## config.mk

```make
export PLATFORM = sky130hd
export DESIGN_NAME = nn_layer_seq
export DESIGN_NICKNAME = d
export VERILOG_FILES = /design/src/rtl/nn_pkg.sv /design/src/rtl/nn_layer_seq.sv
export SDC_FILE = /design/constraint.sdc
export NUM_CORES = 1
export LEC_CHECK = 0
export BUFFER_PORTS_ARGS = -buffer_cell sky130_fd_sc_hd__buf_4
export CORE_MARGIN = 2
export CORE_UTILIZATION = 32
export CTS_BUF_LIST = sky130_fd_sc_hd__clkbuf_8
export CTS_CLUSTER_DIAMETER = 80
export DETAILED_ROUTE_END_ITERATION = 12
export GPL_ROUTABILITY_DRIVEN = 0
export HOLD_SLACK_MARGIN = 0.1
export SLEW_MARGIN = 20
export SYNTH_ARGS = -nofsm -noshare
export SYNTH_HDL_FRONTEND = slang
export SYNTH_SLANG_ARGS = --single-unit
```

## constraint.sdc

```tcl
create_clock -name i_clk -period 7.4 [get_ports i_clk]
set_input_delay 0.74 -clock i_clk [delete_from_list [all_inputs] [get_ports i_clk]]
set_output_delay 0.74 -clock i_clk [all_outputs]
set_load 0.01 [all_outputs]
```

## src/rtl/nn_pkg.sv

```systemverilog
// Shared definitions for the nn layer sequencer and the nn core config port.
// Contents: sequencer state encoding, descriptor words per layer, and the
// config register indices used on the core's cfg port.
package nn_pkg;

  typedef enum logic [2:0] {
    NN_SEQ_IDLE  = 3'd0,
    NN_SEQ_REQ   = 3'd1,
    NN_SEQ_WAIT  = 3'd2,
    NN_SEQ_WR    = 3'd3,
    NN_SEQ_START = 3'd4,
    NN_SEQ_RUN   = 3'd5,
    NN_SEQ_FIN   = 3'd6
  } nn_seq_state_e;

  localparam int NN_DESC_WORDS = 4;

  localparam logic [1:0] NN_CFG_IDX0 = 2'd0;
  localparam logic [1:0] NN_CFG_IDX1 = 2'd1;
  localparam logic [1:0] NN_CFG_IDX2 = 2'd2;
  localparam logic [1:0] NN_CFG_IDX3 = 2'd3;

endpackage

```

## src/rtl/nn_layer_seq.sv

```systemverilog
// nn_layer_seq: runs a multi-layer network on the nn core from a single start.
// For each layer it reads four descriptor words (base + 4*layer + word, address
// wraps), writes them to core config registers 0..3, pulses the core start and
// waits for finish. All outputs are registered and 0 in reset.
//
// Ports
//   i_clk, i_rst_n          clock, asynchronous active-low reset
//   i_start, i_abort        run request (IDLE only), abort (any non-IDLE state)
//   i_desc_base, i_layer_num  table base and layer count, captured on start
//   o_desc_rd_en/addr       descriptor read request (one-cycle pulse)
//   i_desc_rd_data/valid    descriptor read return (variable latency)
//   o_cfg, o_cfg_addr, o_cfg_wr_en  core config write port
//   o_nn_start, i_nn_finish core start pulse / finish
//   o_busy, o_done, o_err, o_layer_idx  status
//
// Build option: NN_SEQ_WDOG_EN adds a RUN-state watchdog of WDOG_WIDTH bits
// that aborts the run when it reaches all-ones.
//
// state        | meaning
// IDLE         | waiting for i_start
// REQ          | issue descriptor read for current layer/word
// WAIT         | wait for descriptor read data
// WR           | write captured word into core config register
// START        | pulse core start after cfg3
// RUN          | wait for core finish
// FIN          | pulse o_done, return to IDLE
module nn_layer_seq
  import nn_pkg::*;
#(
  parameter int CFG_WIDTH       = 16,
  parameter int DESC_ADDR_WIDTH = 12,
  parameter int LAYER_CNT_WIDTH = 8,
  parameter int WDOG_WIDTH      = 20
) (
  input  logic                       i_clk,
  input  logic                       i_rst_n,
  input  logic                       i_start,
  input  logic                       i_abort,
  input  logic [DESC_ADDR_WIDTH-1:0] i_desc_base,
  input  logic [LAYER_CNT_WIDTH-1:0] i_layer_num,
  output logic                       o_desc_rd_en,
  output logic [DESC_ADDR_WIDTH-1:0] o_desc_rd_addr,
  input  logic [CFG_WIDTH-1:0]       i_desc_rd_data,
  input  logic                       i_desc_rd_valid,
  output logic [CFG_WIDTH-1:0]       o_cfg,
  output logic [1:0]                 o_cfg_addr,
  output logic                       o_cfg_wr_en,
  output logic                       o_nn_start,
  input  logic                       i_nn_finish,
  output logic                       o_busy,
  output logic                       o_done,
  output logic                       o_err,
  output logic [LAYER_CNT_WIDTH-1:0] o_layer_idx
);

  nn_seq_state_e              state_q, state_d;
  logic [DESC_ADDR_WIDTH-1:0] base_q, base_d;
  logic [LAYER_CNT_WIDTH-1:0] num_q, num_d;
  logic [LAYER_CNT_WIDTH-1:0] layer_q, layer_d, layer_inc;
  logic [1:0]                 word_q, word_d;
  logic [CFG_WIDTH-1:0]       data_q, data_d;
  logic                       wdog_exp;
  logic                       stop_req;

  logic                       rd_en_d, cfg_wr_en_d, nn_start_d, busy_d, done_d, err_d;
  logic [DESC_ADDR_WIDTH-1:0] rd_addr_d;
  logic [CFG_WIDTH-1:0]       cfg_d;
  logic [1:0]                 cfg_addr_d;

`ifdef NN_SEQ_WDOG_EN
  logic [WDOG_WIDTH-1:0] wdog_q;

  always_ff @(posedge i_clk or negedge i_rst_n) begin
    if (!i_rst_n) begin
      wdog_q <= '0;
    end else if (state_q == NN_SEQ_START) begin
      wdog_q <= '0;
    end else if (state_q == NN_SEQ_RUN) begin
      wdog_q <= wdog_q + WDOG_WIDTH'(1);
    end
  end

  assign wdog_exp = (state_q == NN_SEQ_RUN) && (&wdog_q);
`else
  // Watchdog compiled out: RUN waits for finish indefinitely.
  assign wdog_exp = (WDOG_WIDTH < 0);
`endif

  // Abort and watchdog expiry share one path and take priority over finish.
  assign stop_req  = (state_q != NN_SEQ_IDLE) && (i_abort || wdog_exp);
  assign layer_inc = layer_q + LAYER_CNT_WIDTH'(1);

  always_comb begin
    state_d = state_q;
    base_d  = base_q;
    num_d   = num_q;
    layer_d = layer_q;
    word_d  = word_q;
    data_d  = data_q;
    err_d   = 1'b0;
    if (stop_req) begin
      state_d = NN_SEQ_IDLE;
      err_d   = 1'b1;
    end else begin
      case (state_q)
        NN_SEQ_IDLE: begin
          if (i_start) begin
            base_d  = i_desc_base;
            num_d   = i_layer_num;
            layer_d = '0;
            word_d  = NN_CFG_IDX0;
            state_d = (i_layer_num == '0) ? NN_SEQ_FIN : NN_SEQ_REQ;
          end
        end
        NN_SEQ_REQ:  state_d = NN_SEQ_WAIT;
        NN_SEQ_WAIT: begin
          if (i_desc_rd_valid) begin
            data_d  = i_desc_rd_data;
            state_d = NN_SEQ_WR;
          end
        end
        NN_SEQ_WR: begin
          word_d  = word_q + 2'd1;
          state_d = (word_q == NN_CFG_IDX3) ? NN_SEQ_START : NN_SEQ_REQ;
        end
        NN_SEQ_START: state_d = NN_SEQ_RUN;
        NN_SEQ_RUN: begin
          if (i_nn_finish) begin
            layer_d = layer_inc;
            state_d = (layer_inc == num_q) ? NN_SEQ_FIN : NN_SEQ_REQ;
          end
        end
        NN_SEQ_FIN: state_d = NN_SEQ_IDLE;
        default:    state_d = NN_SEQ_IDLE;
      endcase
    end

    // Outputs are decoded from the next state so they register in step with it.
    rd_en_d     = (state_d == NN_SEQ_REQ);
    cfg_wr_en_d = (state_d == NN_SEQ_WR);
    nn_start_d  = (state_d == NN_SEQ_START);
    done_d      = (state_d == NN_SEQ_FIN);
    busy_d      = (state_d != NN_SEQ_IDLE);
    rd_addr_d   = o_desc_rd_addr;
    cfg_d       = o_cfg;
    cfg_addr_d  = o_cfg_addr;
    if (state_d == NN_SEQ_REQ) begin
      rd_addr_d = base_d
                + DESC_ADDR_WIDTH'(layer_d) * DESC_ADDR_WIDTH'(NN_DESC_WORDS)
                + DESC_ADDR_WIDTH'(word_d);
    end
    if (state_d == NN_SEQ_WR) begin
      cfg_d      = data_d;
      cfg_addr_d = word_d;
    end
  end

  always_ff @(posedge i_clk or negedge i_rst_n) begin
    if (!i_rst_n) begin
      state_q        <= NN_SEQ_IDLE;
      base_q         <= '0;
      num_q          <= '0;
      layer_q        <= '0;
      word_q         <= '0;
      data_q         <= '0;
      o_desc_rd_en   <= 1'b0;
      o_desc_rd_addr <= '0;
      o_cfg          <= '0;
      o_cfg_addr     <= '0;
      o_cfg_wr_en    <= 1'b0;
      o_nn_start     <= 1'b0;
      o_busy         <= 1'b0;
      o_done         <= 1'b0;
      o_err          <= 1'b0;
      o_layer_idx    <= '0;
    end else begin
      state_q        <= state_d;
      base_q         <= base_d;
      num_q          <= num_d;
      layer_q        <= layer_d;
      word_q         <= word_d;
      data_q         <= data_d;
      o_desc_rd_en   <= rd_en_d;
      o_desc_rd_addr <= rd_addr_d;
      o_cfg          <= cfg_d;
      o_cfg_addr     <= cfg_addr_d;
      o_cfg_wr_en    <= cfg_wr_en_d;
      o_nn_start     <= nn_start_d;
      o_busy         <= busy_d;
      o_done         <= done_d;
      o_err          <= err_d;
      o_layer_idx    <= layer_d;
    end
  end

endmodule
```

==> reports/qor.yml <==
cts-htree-levels: 3
vias: 2803
drv_cap: 0
grt_usage: 0.1469
grt_pass1_vias: 2926
grt_pass1_wl_mm: 14.67
clock_path_buffers: 2
synthesis.area_um2: 3652
crit_type: "register to register"
max_freq_mhz: 259.3
finalPower_mw: 1.728
coreArea_um2: 11270
post-route-period-util: 0.5211
cp.required_ns: 7.63
drive_above_1_share: 0.3174
post-cts-setup-buffers: 0
firstDrtPassIters: 4
die_area_um2: 12280
die_x_um: 110.8
clock_skew_ns: 0.008571
tightest_slew_ns: 0.8858
hold_class: "register to register"
multiInputGateArea_um2: 1831
setup_viol: 0
total_leakage_power_nw: 2.197
drtIter0Drc: 106
tritoncts: "yes"
syn_area_per_cell_um2: 10.46
drc_errors: 0
viasPerCell: 4.824
grt-ovfl-total: 0
synth-seq-area-share: 0.4728
slew_violations: 0
pin_count: 86
whs_ns: 0.4784
crit_path_start_kind: "register"
wirelength_mm: 8.429
vdd_drop_max_mv: 0.1649
ys.flop_type: "dfrtp_1"
layout.cells.non_filler: 581
wl_per_cell_um: 14.51
synth-edff-count: 0
holdPathStages: 2
synth_area_leaders: "dfrtp_1 47%, nand2_1 6.8%, mux2_2 6.2%"
hold_viol_final: 0
clk_latency_ns: 0.35
fp.dieH_um: 110.8
nFillCells: 1101
synth_common_cells: "69 x dfrtp_1, 66 x nand2_1, 20 x mux2_2, 20 x nor2_1"
setup_tns_ns: 0
ant_nets: 0
register_area_um2: 1727
rows: 39
placed_cells: 565
synth_top_area_cell: "dfrtp_1"
run_status: "complete, no violations"
synth_nets: 404
endpoint_kind: "register"
synth_cell_types: 60
r2r_cells: 13
path_max_fanout: 23
yosysMostFrequentCell: "dfrtp_1"
start_util: 0.3240
io_buffers: 85
min_period_ns: 3.856
synthCells: 349
ys_ff_latch: 69
synthToLayoutAreaGrowth_pct: 25.97
num_antenna_cells: 0
rsz0062_at_grt: "no"
cts.sinks: 69
clockRootBuffer: "clkbuf_8"
antenna_found_initial: 0
postCtsHoldBufs: 0
maxSlewHeadroom: 0.4095
crit_arrival_ns: 4.09
grt_max_degree: 70
cts-buffers-inserted: 9
clk_pin_slew_ns: 0.08
layout.nets: 488
ys.warnings.count: 0
dp_hpwl_mm: 6.158
ys_async_sr_fraction: 1.000
post_cts_resized: 0
power.density_nw_per_um2: 375.5
synth_top_area_share: 0.4728
cell usage in the layout, fill, tap and decap left out, types with 4 or more instances in the layout:
master | Yosys | final
a21oi_1 | 12 | 12
nand2b_1 | 8 | 8
a21o_1 | 4 | 4
mux2_2 | 20 | 20
inv_1 | 6 | 6
xnor2_1 | 17 | 17
nand3_1 | 5 | 5
ha_1 | 12 | 12
nand2_1 | 66 | 66
o21ai_0 | 17 | 17
mux2_4 | 7 | 7
dfrtp_1 | 69 | 69
nor2_1 | 20 | 19
clkbuf_8 | 0 | 9
mux2i_1 | 5 | 5
buf_4 | 2 | 85
a31oi_1 | 4 | 4
kinds of logic (layout without fill, tap and decap cells):
family	Yosys count	in the layout	share of synthesized area
muxes	35	35	0.1134
adders and majority gates	13	13	0.04659
xor gates and xnor gates	19	19	0.04556
and+or+nand+nor	128	128	0.1723
DFF	69	69	0.4728
buffers and inverters	20	109	0.02809
AOI/OAI and AO/OA	65	65	0.1213
layer usage:
metal	up-vias	global-route usage	wire (um)
met5	-	0	0
li1	1395	-	-
met2	61	0.2335	4024
met4	0	0.04000	97
met3	11	0.03937	388
met1	1336	0.1987	3919
stage by stage:
step	setup slack, ns	instance area, um2	util
after floorplan	3.554	3652	-
after global placement	3.021	4399	0.3903
after detailed placement	2.882	4399	0.3903
after CTS	3.129	4596	0.4077
after global routing	3.228	4601	0.4081
final	3.544	4601	0.4081
sequential cells by signal, indices dropped and copies added (netlist names):
| name | count |
|---|---|
| base_q | 12 |
| layer_q | 8 |
| num_q | 8 |
| o_busy | 1 |
| o_cfg | 16 |
| o_cfg_addr | 2 |
| o_cfg_wr_en | 1 |
| o_desc_rd_addr | 12 |
| o_desc_rd_en | 1 |
| o_done | 1 |
| o_err | 1 |
| o_nn_start | 1 |
| state_q | 3 |
| word_q | 2 |
power breakdown:
| part | total [mW] | internal, mW | switching, mW | leakage (nW) |
|---|---|---|---|---|
| combinational | 0.788 | 0.414 | 0.373 | 1.24 |
| sequential | 0.628 | 0.534 | 0.0943 | 0.863 |
| clock | 0.312 | 0.157 | 0.156 | 0.0960 |
final timing paths:
| kind | slack (ns) | endpoint | from |
|---|---|---|---|
| setup / recovery | 3.54 | o_desc_rd_addr[10] | state_q[0] |
| hold / removal | 0.48 | o_cfg[10] | o_cfg[10] |
| setup reg to reg | 3.54 | o_desc_rd_addr[10] | state_q[0] |
| hold reg to reg | 0.48 | o_cfg[10] | o_cfg[10] |
| max in group asynchronous | 6.31 | base_q[7] | i_rst_n |
| min in group asynchronous | 0.51 | o_busy | i_rst_n |
critical path, stage by stage (launching register included):
cell and delay (ns):
dfrtp_1 0.54, or3b_1 0.50, nor2_4 0.56, mux2_2 0.30, ha_1 0.19, inv_1 0.07, fa_1 0.40, nor2b_1 0.13
o21a_1 0.13, o21ai_0 0.11, a21oi_1 0.27, mux2i_1 0.22, a211oi_1 0.06, mux2_4 0.27
cell type report:
type                       count  area share
multi-input combinational    260      0.3979
sequential                    69      0.3753
timing repair buffer          85      0.1387
tap                          143     0.03889
clock buffer                   9     0.02692
clock inverter                 7     0.01577
inverter                       8    0.006527
Power figures use the tool's default switching activity.
